**src/rtl/joybus_pkg.sv**
```systemverilog
// Shared joybus timing constants and receiver state encoding.
package joybus_pkg;

  localparam int unsigned CYC_PER_US_DEF = 25;
  localparam int unsigned MAX_LOW_US_DEF = 8;
  localparam int unsigned IDLE_US_DEF    = 8;

  // Low-time classification thresholds in clk cycles: <=T1 is a 1, <=T0 is a stop.
  function automatic int unsigned t1_cyc(input int unsigned cyc);
    return (3 * cyc) / 2;
  endfunction

  function automatic int unsigned t0_cyc(input int unsigned cyc);
    return (5 * cyc) / 2;
  endfunction

  localparam int unsigned T1_DEF       = (3 * CYC_PER_US_DEF) / 2;
  localparam int unsigned T0_DEF       = (5 * CYC_PER_US_DEF) / 2;
  localparam int unsigned LOW_MAX_DEF  = MAX_LOW_US_DEF * CYC_PER_US_DEF;
  localparam int unsigned IDLE_MAX_DEF = IDLE_US_DEF * CYC_PER_US_DEF;

  typedef enum logic [1:0] {
    ST_IDLE,
    ST_LOW,
    ST_HIGH,
    ST_FAULT
  } rx_state_t;

endpackage

```
**src/rtl/joybus_sync.sv**
```systemverilog
// Two-flop line synchronizer with registered rise/fall strobes aligned to the synced value.
module joybus_sync (
  input  logic clk,
  input  logic rst_n,
  input  logic din,
  output logic line,
  output logic rise,
  output logic fall
);

  logic meta;

  // Strobes are computed from the stage feeding line so they coincide with its transition.
  always_ff @(posedge clk or negedge rst_n) begin
    if (!rst_n) begin
      meta <= 1'b1;
      line <= 1'b1;
      rise <= 1'b0;
      fall <= 1'b0;
    end else begin
      meta <= din;
      line <= meta;
      rise <= meta & ~line;
      fall <= ~meta & line;
    end
  end

endmodule

```
**src/rtl/joybus_rx.sv**
```systemverilog
// Joybus frame receiver: pulse-width decodes bits, assembles bytes, flags truncated/faulty frames.
module joybus_rx
  import joybus_pkg::*;
#(
  parameter int unsigned CYC_PER_US = CYC_PER_US_DEF,
  parameter int unsigned MAX_LOW_US = MAX_LOW_US_DEF,
  parameter int unsigned IDLE_US    = IDLE_US_DEF
) (
  input  logic       clk,
  input  logic       rst_n,
  input  logic       JB_RX,
  input  logic       rx_en,
  output logic [7:0] rx_data,
  output logic       rx_rdy,
  output logic       rx_done,
  output logic       rx_err,
  output logic [5:0] rx_cnt
);

  localparam int unsigned T1       = t1_cyc(CYC_PER_US);
  localparam int unsigned T0       = t0_cyc(CYC_PER_US);
  localparam int unsigned LOW_MAX  = MAX_LOW_US * CYC_PER_US;
  localparam int unsigned IDLE_MAX = IDLE_US * CYC_PER_US;
  localparam int unsigned CNT_MAX  = (LOW_MAX > IDLE_MAX) ? LOW_MAX : IDLE_MAX;
  localparam int unsigned CW       = $clog2(CNT_MAX + 1);

  logic      line;
  logic      rise;
  logic      fall;
  rx_state_t state;
  logic [CW-1:0] cnt;
  logic [2:0]    bit_cnt;
  logic [7:0]    shreg;
  logic          is_one;
  logic          is_stop;
  logic [7:0]    next_byte;

  joybus_sync u_sync (
    .clk   (clk),
    .rst_n (rst_n),
    .din   (JB_RX),
    .line  (line),
    .rise  (rise),
    .fall  (fall)
  );

  assign is_one    = (cnt <= CW'(T1));
  assign is_stop   = !is_one && (cnt <= CW'(T0));
  assign next_byte = {shreg[6:0], is_one};

  // cnt holds the number of samples seen in the current low or high phase, including the first.
  always_ff @(posedge clk or negedge rst_n) begin
    if (!rst_n) begin
      state   <= ST_IDLE;
      cnt     <= '0;
      bit_cnt <= '0;
      shreg   <= '0;
      rx_data <= '0;
      rx_rdy  <= 1'b0;
      rx_done <= 1'b0;
      rx_err  <= 1'b0;
      rx_cnt  <= '0;
    end else begin
      rx_rdy  <= 1'b0;
      rx_done <= 1'b0;
      case (state)
        ST_IDLE: begin
          if (fall && rx_en) begin
            state   <= ST_LOW;
            cnt     <= CW'(1);
            bit_cnt <= '0;
            rx_cnt  <= '0;
            rx_err  <= 1'b0;
          end
        end
        ST_LOW: begin
          if (rise) begin
            if (is_stop) begin
              rx_done <= 1'b1;
              rx_err  <= (bit_cnt != 3'd0);
              state   <= ST_IDLE;
            end else begin
              shreg <= next_byte;
              state <= ST_HIGH;
              cnt   <= CW'(1);
              if (bit_cnt == 3'd7) begin
                rx_data <= next_byte;
                rx_rdy  <= 1'b1;
                bit_cnt <= '0;
                if (rx_cnt != 6'd63) rx_cnt <= rx_cnt + 6'd1;
              end else begin
                bit_cnt <= bit_cnt + 3'd1;
              end
            end
          end else if (cnt == CW'(LOW_MAX)) begin
            state <= ST_FAULT;
          end else begin
            cnt <= cnt + CW'(1);
          end
        end
        ST_HIGH: begin
          if (fall) begin
            state <= ST_LOW;
            cnt   <= CW'(1);
          end else if (cnt == CW'(IDLE_MAX)) begin
            rx_done <= 1'b1;
            rx_err  <= 1'b1;
            state   <= ST_IDLE;
          end else begin
            cnt <= cnt + CW'(1);
          end
        end
        ST_FAULT: begin
          if (line) begin
            rx_done <= 1'b1;
            rx_err  <= 1'b1;
            state   <= ST_IDLE;
          end
        end
        default: state <= ST_IDLE;
      endcase
    end
  end

endmodule

```
**config.mk**
```make
export PLATFORM = sky130hd
export DESIGN_NAME = joybus_rx
export DESIGN_NICKNAME = d
export VERILOG_FILES = /design/src/rtl/joybus_pkg.sv /design/src/rtl/joybus_sync.sv /design/src/rtl/joybus_rx.sv
export SDC_FILE = /design/constraint.sdc
export NUM_CORES = 1
export LEC_CHECK = 0
export CORE_UTILIZATION = 25
export CTS_BUF_LIST = sky130_fd_sc_hd__clkbuf_4 sky130_fd_sc_hd__clkbuf_8
export DETAILED_ROUTE_END_ITERATION = 6
export GPL_ROUTABILITY_DRIVEN = 0
export SYNTH_ARGS = -nofsm -noshare
export SYNTH_HDL_FRONTEND = slang
export SYNTH_SLANG_ARGS = --single-unit
```
**constraint.sdc**
```tcl
create_clock -name clk -period 4.37 [get_ports clk]
set_input_delay 0.6555 -clock clk [delete_from_list [all_inputs] [get_ports clk]]
set_output_delay 0.6555 -clock clk [all_outputs]
set_load 0.02 [all_outputs]
```
==> results of run 1 <==
power groups by stage:
stage	clock, W	combinational [W]	sequential [W]
finish	0.000314	0.000591	0.000560
global route	0.000344	0.000664	0.000578
CTS	0.000322	0.000594	0.000563
detailed placement	0	0.000589	0.000570
global placement	0	0.000583	0.000566
floorplan	0	0.000421	0.000579
per-layer routing:
layer	global-route usage	share of wire	vias up	routed length, µm
li1	-	-	820	-
met1	0.1484	0.46	798	2087
met2	0.1814	0.48	37	2179
met3	0.02449	0.056	5	256
met4	0.04104	0.013	0	61
met5	0	0	-	0
path summary, 6_finish.rpt:
kind	start	endpoint	slack, ns	cells after the start
min in group asynchronous	rst_n	cnt[2]	0.49	1
max in group asynchronous	rst_n	rx_cnt[0]	3.31	1
max reg2reg	state[1]	cnt[6]	2.00	6
max	state[1]	cnt[6]	2.00	6
min reg2reg	u_sync.meta	u_sync.line	0.38	0
min	u_sync.meta	u_sync.line	0.38	0
cells in the mapped netlist (2+ instances only):
master     n  share of area
ha_1      12          0.068
nor2b_1    4          0.011
nand4_1    4          0.011
dfrtp_1   39           0.44
a22o_1     4          0.016
o21ai_0   15          0.034
o31ai_2    2          0.011
o21ai_1    3         0.0068
o41ai_1    2         0.0079
buf_2      4         0.0090
nor3_1     5          0.011
mux2_2    15          0.076
nand3_1   13          0.029
a21oi_1    7          0.016
inv_1     10          0.017
nor2_1    14          0.024
and3_1     3         0.0085
dfstp_2    2          0.024
nand4b_1   3          0.012
o31ai_1    2         0.0068
nand2_1   20          0.034
sequential cells by signal (all words and copies together), names as in the netlist:
register and count:
bit_cnt 3, cnt 8, rx_cnt 6, rx_data 8, rx_done 1, rx_err 1
rx_rdy 1, shreg 7, state 2, u_sync.fall 1, u_sync.line 1, u_sync.meta 1
u_sync.rise 1
through the flow:
step	setup slack, ns	cells	instance area [µm²]
after detailed placement	1.964	333	2502
after global placement	1.982	333	2502
final	2.001	341	2618
after CTS	1.988	341	2618
after global routing	1.651	341	2618
after floorplan	2.407	215	2216
final cells by class:
type	count	area, µm²	area share
Sequential cell	41	1028	0.3929
Multi-Input combinational cell	157	1110	0.4240
Timing Repair Buffer	20	195.2	0.07457
Clock buffer	5	68.82	0.02629
Clock inverter	3	46.29	0.01769
Tap cell	105	131.4	0.05019
Inverter	10	37.54	0.01434
cell families after synthesis:
group / share of synthesized area
AOI/OAI and AO/OA: 0.1604
xor gates and xnor gates: 0.003953
adders and majority gates: 0.06776
buffers and inverters: 0.03501
DFF: 0.4641
muxes: 0.08074
and+or+nand+nor: 0.1880
==> results_dict.tcl, run 1 <==
set metrics [dict create \
    cp_top_family "simple AND/OR/NAND/NOR gates" \
    hold_violations 0 \
    crit_chain "inv_1 -> ha_1 -> nor2b_4 -> o21ai_1 -> or4_1 -> o21ai_0" \
    antenna_found_initial 0 \
    crit_slowest_cell "ha_1" \
    htree_num_levels 2 \
    status "finished, final reports clean" \
    syn-cell-area_mm2 0.002216 \
    dp_hpwl_mm 3.280 \
    yosys_most_used_dff "dfrtp_1" \
    required_ns 4.59 \
    synth_edf_count 0 \
    syn_nets 231 \
    cts.sinks 41 \
    switching_share 0.3851 \
    synth.distinct_cells 53 \
    ant_nets 0 \
    cts_tree "built" \
    ctsLongestPathBuffers 2 \
    avgSynthCellArea_um2 10.31 \
    p_int_w 0.0009003 \
    timing.fmax_mhz 422.1 \
    maxCapViolCount 0 \
    rows 33 \
    hold_path_class "reg2reg" \
    diodes 0 \
    initial_utilization 0.2644 \
    finalPower_w 0.001464 \
    fillerInstances 863 \
    p_seq_frac 0.382 \
    slowest_delay_ns 0.55 \
    yosys_register_bits 41 \
    cts_root_buf "clkbuf_8" \
    drtIter0Drc 126 \
    relSlewSlack 0.3814 \
    ctsHoldBuffers 0 \
    ctsResizeCount 0 \
    hold_ws_ns 0.3821 \
    async_flop_share 1.000 \
    grt_pass1_vias 1641 \
    clkPwrFrac 0.214 \
    gr-total-overflow 0 \
    fin_crit_ns 2.369 \
    end_kind "flip-flop" \
    wl_mm 4.585 \
    final_common_cell "dfrtp_1" \
    finalSetupTns_ns 0 \
    clk_latency_ns 0.30 \
    dieWidth_um 96.15 \
    final_nets 251 \
    critPathBufInv 1 \
    drv_slew 0 \
    drive_gt1_frac 0.1525 \
    port_buffers 20 \
    grt_pass1_wl_mm 8.066 \
    power_density_mw_per_mm2 559.4 \
    boundaryPins 21 \
    switchingPower_w 0.0005639 \
    synthCells 215 \
    grt_max_degree 42 \
    utilization 0.3123 \
    crit_fanout 18 \
    tightest_slew_ns 0.9280 \
    fin_crit_sh 0.5421 \
    final_cell_mix "dfrtp_1 (39), nand2_1 (20), clkdlybuf4s50_1 (19), mux2_2 (15), o21ai_0 (15)" \
    crit_arrival_ns 2.59 \
    drcViolationCount 0 \
    die_y_um 96.15 \
    setup_viol 0 \
    vias 1660 \
    power_frac_comb 0.404 \
    fin_skew_ns 0.004324 \
    post_cts_buffers 0 \
    yosysWarnings 0 \
    worst_ir_drop_vdd_mv 0.2399 \
    numCtsBuffers 5 \
    track_usage 0.1129 \
    routed_via_density 4.868 \
    core_area_mm2 0.008382 \
    ys_seq_area_frac 0.4641 \
    firstDrtPassIters 4 \
    wl_per_cell_um 13.45 \
    die_area_mm2 0.009244 \
    leakagePower_nw 1.126 \
    path_clk_slew_ns 0.08 \
    worst_setup_path_start_kind "flip-flop" \
    syn2layout_area_growth_pct 18.13 \
    crit_type "reg2reg" \
    rsz0062_at_grt "false" \
]
Power figures use the tool's default switching activity.
==> run 2, diff against run 1 <==
Clock period 4.37 ns to 2.2 ns, I/O delays scaled along.
==> run 2 against run 1 <==
  * Combinational power is 130% higher
  * Clock skew is 0.0041 ns higher
  * Die area stayed put
  * Highest routed layer unchanged
==> results_dict.tcl, run 2 (same netlist as run 1, synthesis figures left out) <==
set metrics [dict create \
    seqCellArea_mm2 0.001030 \
    cts.sinks 41 \
    grt_pass1_wl_mm 8.217 \
    place_inst 345 \
    cts_tree "built" \
    crit_chain "inv_1 -> ha_1 -> nor3b_2 -> o31ai_2 -> nor2_1 -> and3_1 -> a221o_1" \
    grt_max_degree 19 \
    rows 33 \
    rsz0062_at_grt "true" \
    rrSetupSlack_ns 0.08 \
    cts_root_buf "clkbuf_8" \
    fin_crit_ns 2.116 \
    diodes 0 \
    boundaryPins 21 \
    multi_input_area_mm2 0.001146 \
    hold_violations 0 \
    hold_path_class "reg2reg" \
    hold_ws_ns 0.3999 \
    power_density_mw_per_mm2 1118 \
    drive_gt1_frac 0.2240 \
    leakagePower_nw 1.200 \
    maxCapViolCount 0 \
    r2r_end "bit_cnt[1]" \
    final_nets 265 \
    clk_latency_ns 0.30 \
    port_buffers 20 \
    dp_hpwl_mm 3.534 \
    die_area_mm2 0.009244 \
    crit_cells 7 \
    grt_pass1_vias 1705 \
    holdPathStages 0 \
    status "finished, final reports clean" \
    critPathBufInv 1 \
    ctsLongestPathBuffers 2 \
    finalSetupTns_ns 0 \
    fillerInstances 833 \
    drcViolationCount 0 \
    wl_per_cell_um 13.52 \
    end_kind "flip-flop" \
    setup_viol 0 \
    crit_type "reg2reg" \
    dieWidth_um 96.15 \
    htree_num_levels 2 \
    syn2layout_area_growth_pct 24.68 \
    fin_cells 355 \
    crit_arrival_ns 2.30 \
    antenna_found_initial 0 \
    firstDrtPassIters 4 \
    die_y_um 96.15 \
    worst_setup_path_start_kind "flip-flop" \
    routed_via_density 4.887 \
    tightest_slew_ns 0.5300 \
    gr-total-overflow 0 \
    timing.fmax_mhz 472.6 \
    fin_skew_ns 0.008391 \
    core_area_mm2 0.008382 \
    reg_top3 "cnt: 8 flops, rx_data: 8 flops, shreg: 7 flops" \
    hold_path.startpoint "u_sync.meta" \
    relSlewSlack 0.6445 \
    initial_utilization 0.2644 \
    worst_ir_drop_vdd_mv 0.6519 \
    fin_crit_sh 0.9617 \
    required_ns 2.38 \
    final_common_cell "dfrtp_1" \
    drtIter0Drc 113 \
    ant_nets 0 \
    startpoint "cnt[0]" \
    vias 1735 \
    path_clk_slew_ns 0.08 \
    drv_slew 0 \
    worstReg2RegStart "cnt[0]" \
    track_usage 0.1140 \
    r2r_cells 7 \
    crit_slowest_cell "dfrtp_2" \
    utilization 0.3296 \
    numCtsBuffers 5 \
    wl_mm 4.801 \
    hold_path_end "u_sync.line" \
    cp_top_family "compound AO/OA/AOI/OAI gates" \
    crit_fanout 5 \
    final_cell_mix "dfrtp_1 (38), nand2_1 (19), clkdlybuf4s50_1 (19), mux2_2 (15)" \
    slowest_delay_ns 0.45 \
]
==> run 2: routing by layer <==
| layer | part of all wire | GRT usage | vias to the layer above |
|---|---|---|---|
| li1 | - | - | 846 |
| met1 | 0.48 | 0.1571 | 852 |
| met2 | 0.47 | 0.1732 | 31 |
| met3 | 0.037 | 0.02449 | 6 |
| met4 | 0.011 | 0.04478 | 0 |
| met5 | 0 | 0 | - |
==> run 2: through the flow <==
stage | cell area (µm²) | setup slack, ns | total power (W)
CTS | 2741 | 0.003481 | 0.003092
global route | 2763 | -0.04802 | 0.003332
finish | 2763 | 0.08417 | 0.003089
floorplan | 2216 | 0.2369 | 0.001985
global placement | 2592 | 0.01217 | 0.002427
detailed placement | 2592 | -0.05117 | 0.002440
==> run 2: layout make-up <==
class,instances,share of cell area
timing repair buffer,34,0.1096
sequential,41,0.3727
multi-input combinational,157,0.4149
inverter,10,0.01359
tap,105,0.04755
clock buffer,5,0.02491
clock inverter,3,0.01676
==> run 2: timing repair <==
action,4_1_cts,5_1_grt
setup buffers,1,0
endpoints found under the hold margin,16,0
setup endpoints to repair,13,26
hold buffers,1,0
pin swaps,1,3
gates resized for setup,2,8
cloned,0,0
==> run 2: worst max-delay path by stage <==
stage | endpoint | slack, ns
after floorplan | bit_cnt[0] | 0.24
after global placement | cnt[7] | 0.01
after detailed placement | cnt[5] | -0.05
after CTS | rx_data[3] | 0.003
after global routing | bit_cnt[1] | -0.05
final | bit_cnt[1] | 0.08
==> run 2: report_power, final <==
part | switching [W] | leakage (nW) | internal, W
clock | 0.000282 | 0.0543 | 0.000340
combinational | 0.000720 | 0.611 | 0.000637
sequential | 0.000171 | 0.535 | 0.000939
total | 0.00117 | 1.20 | 0.00192
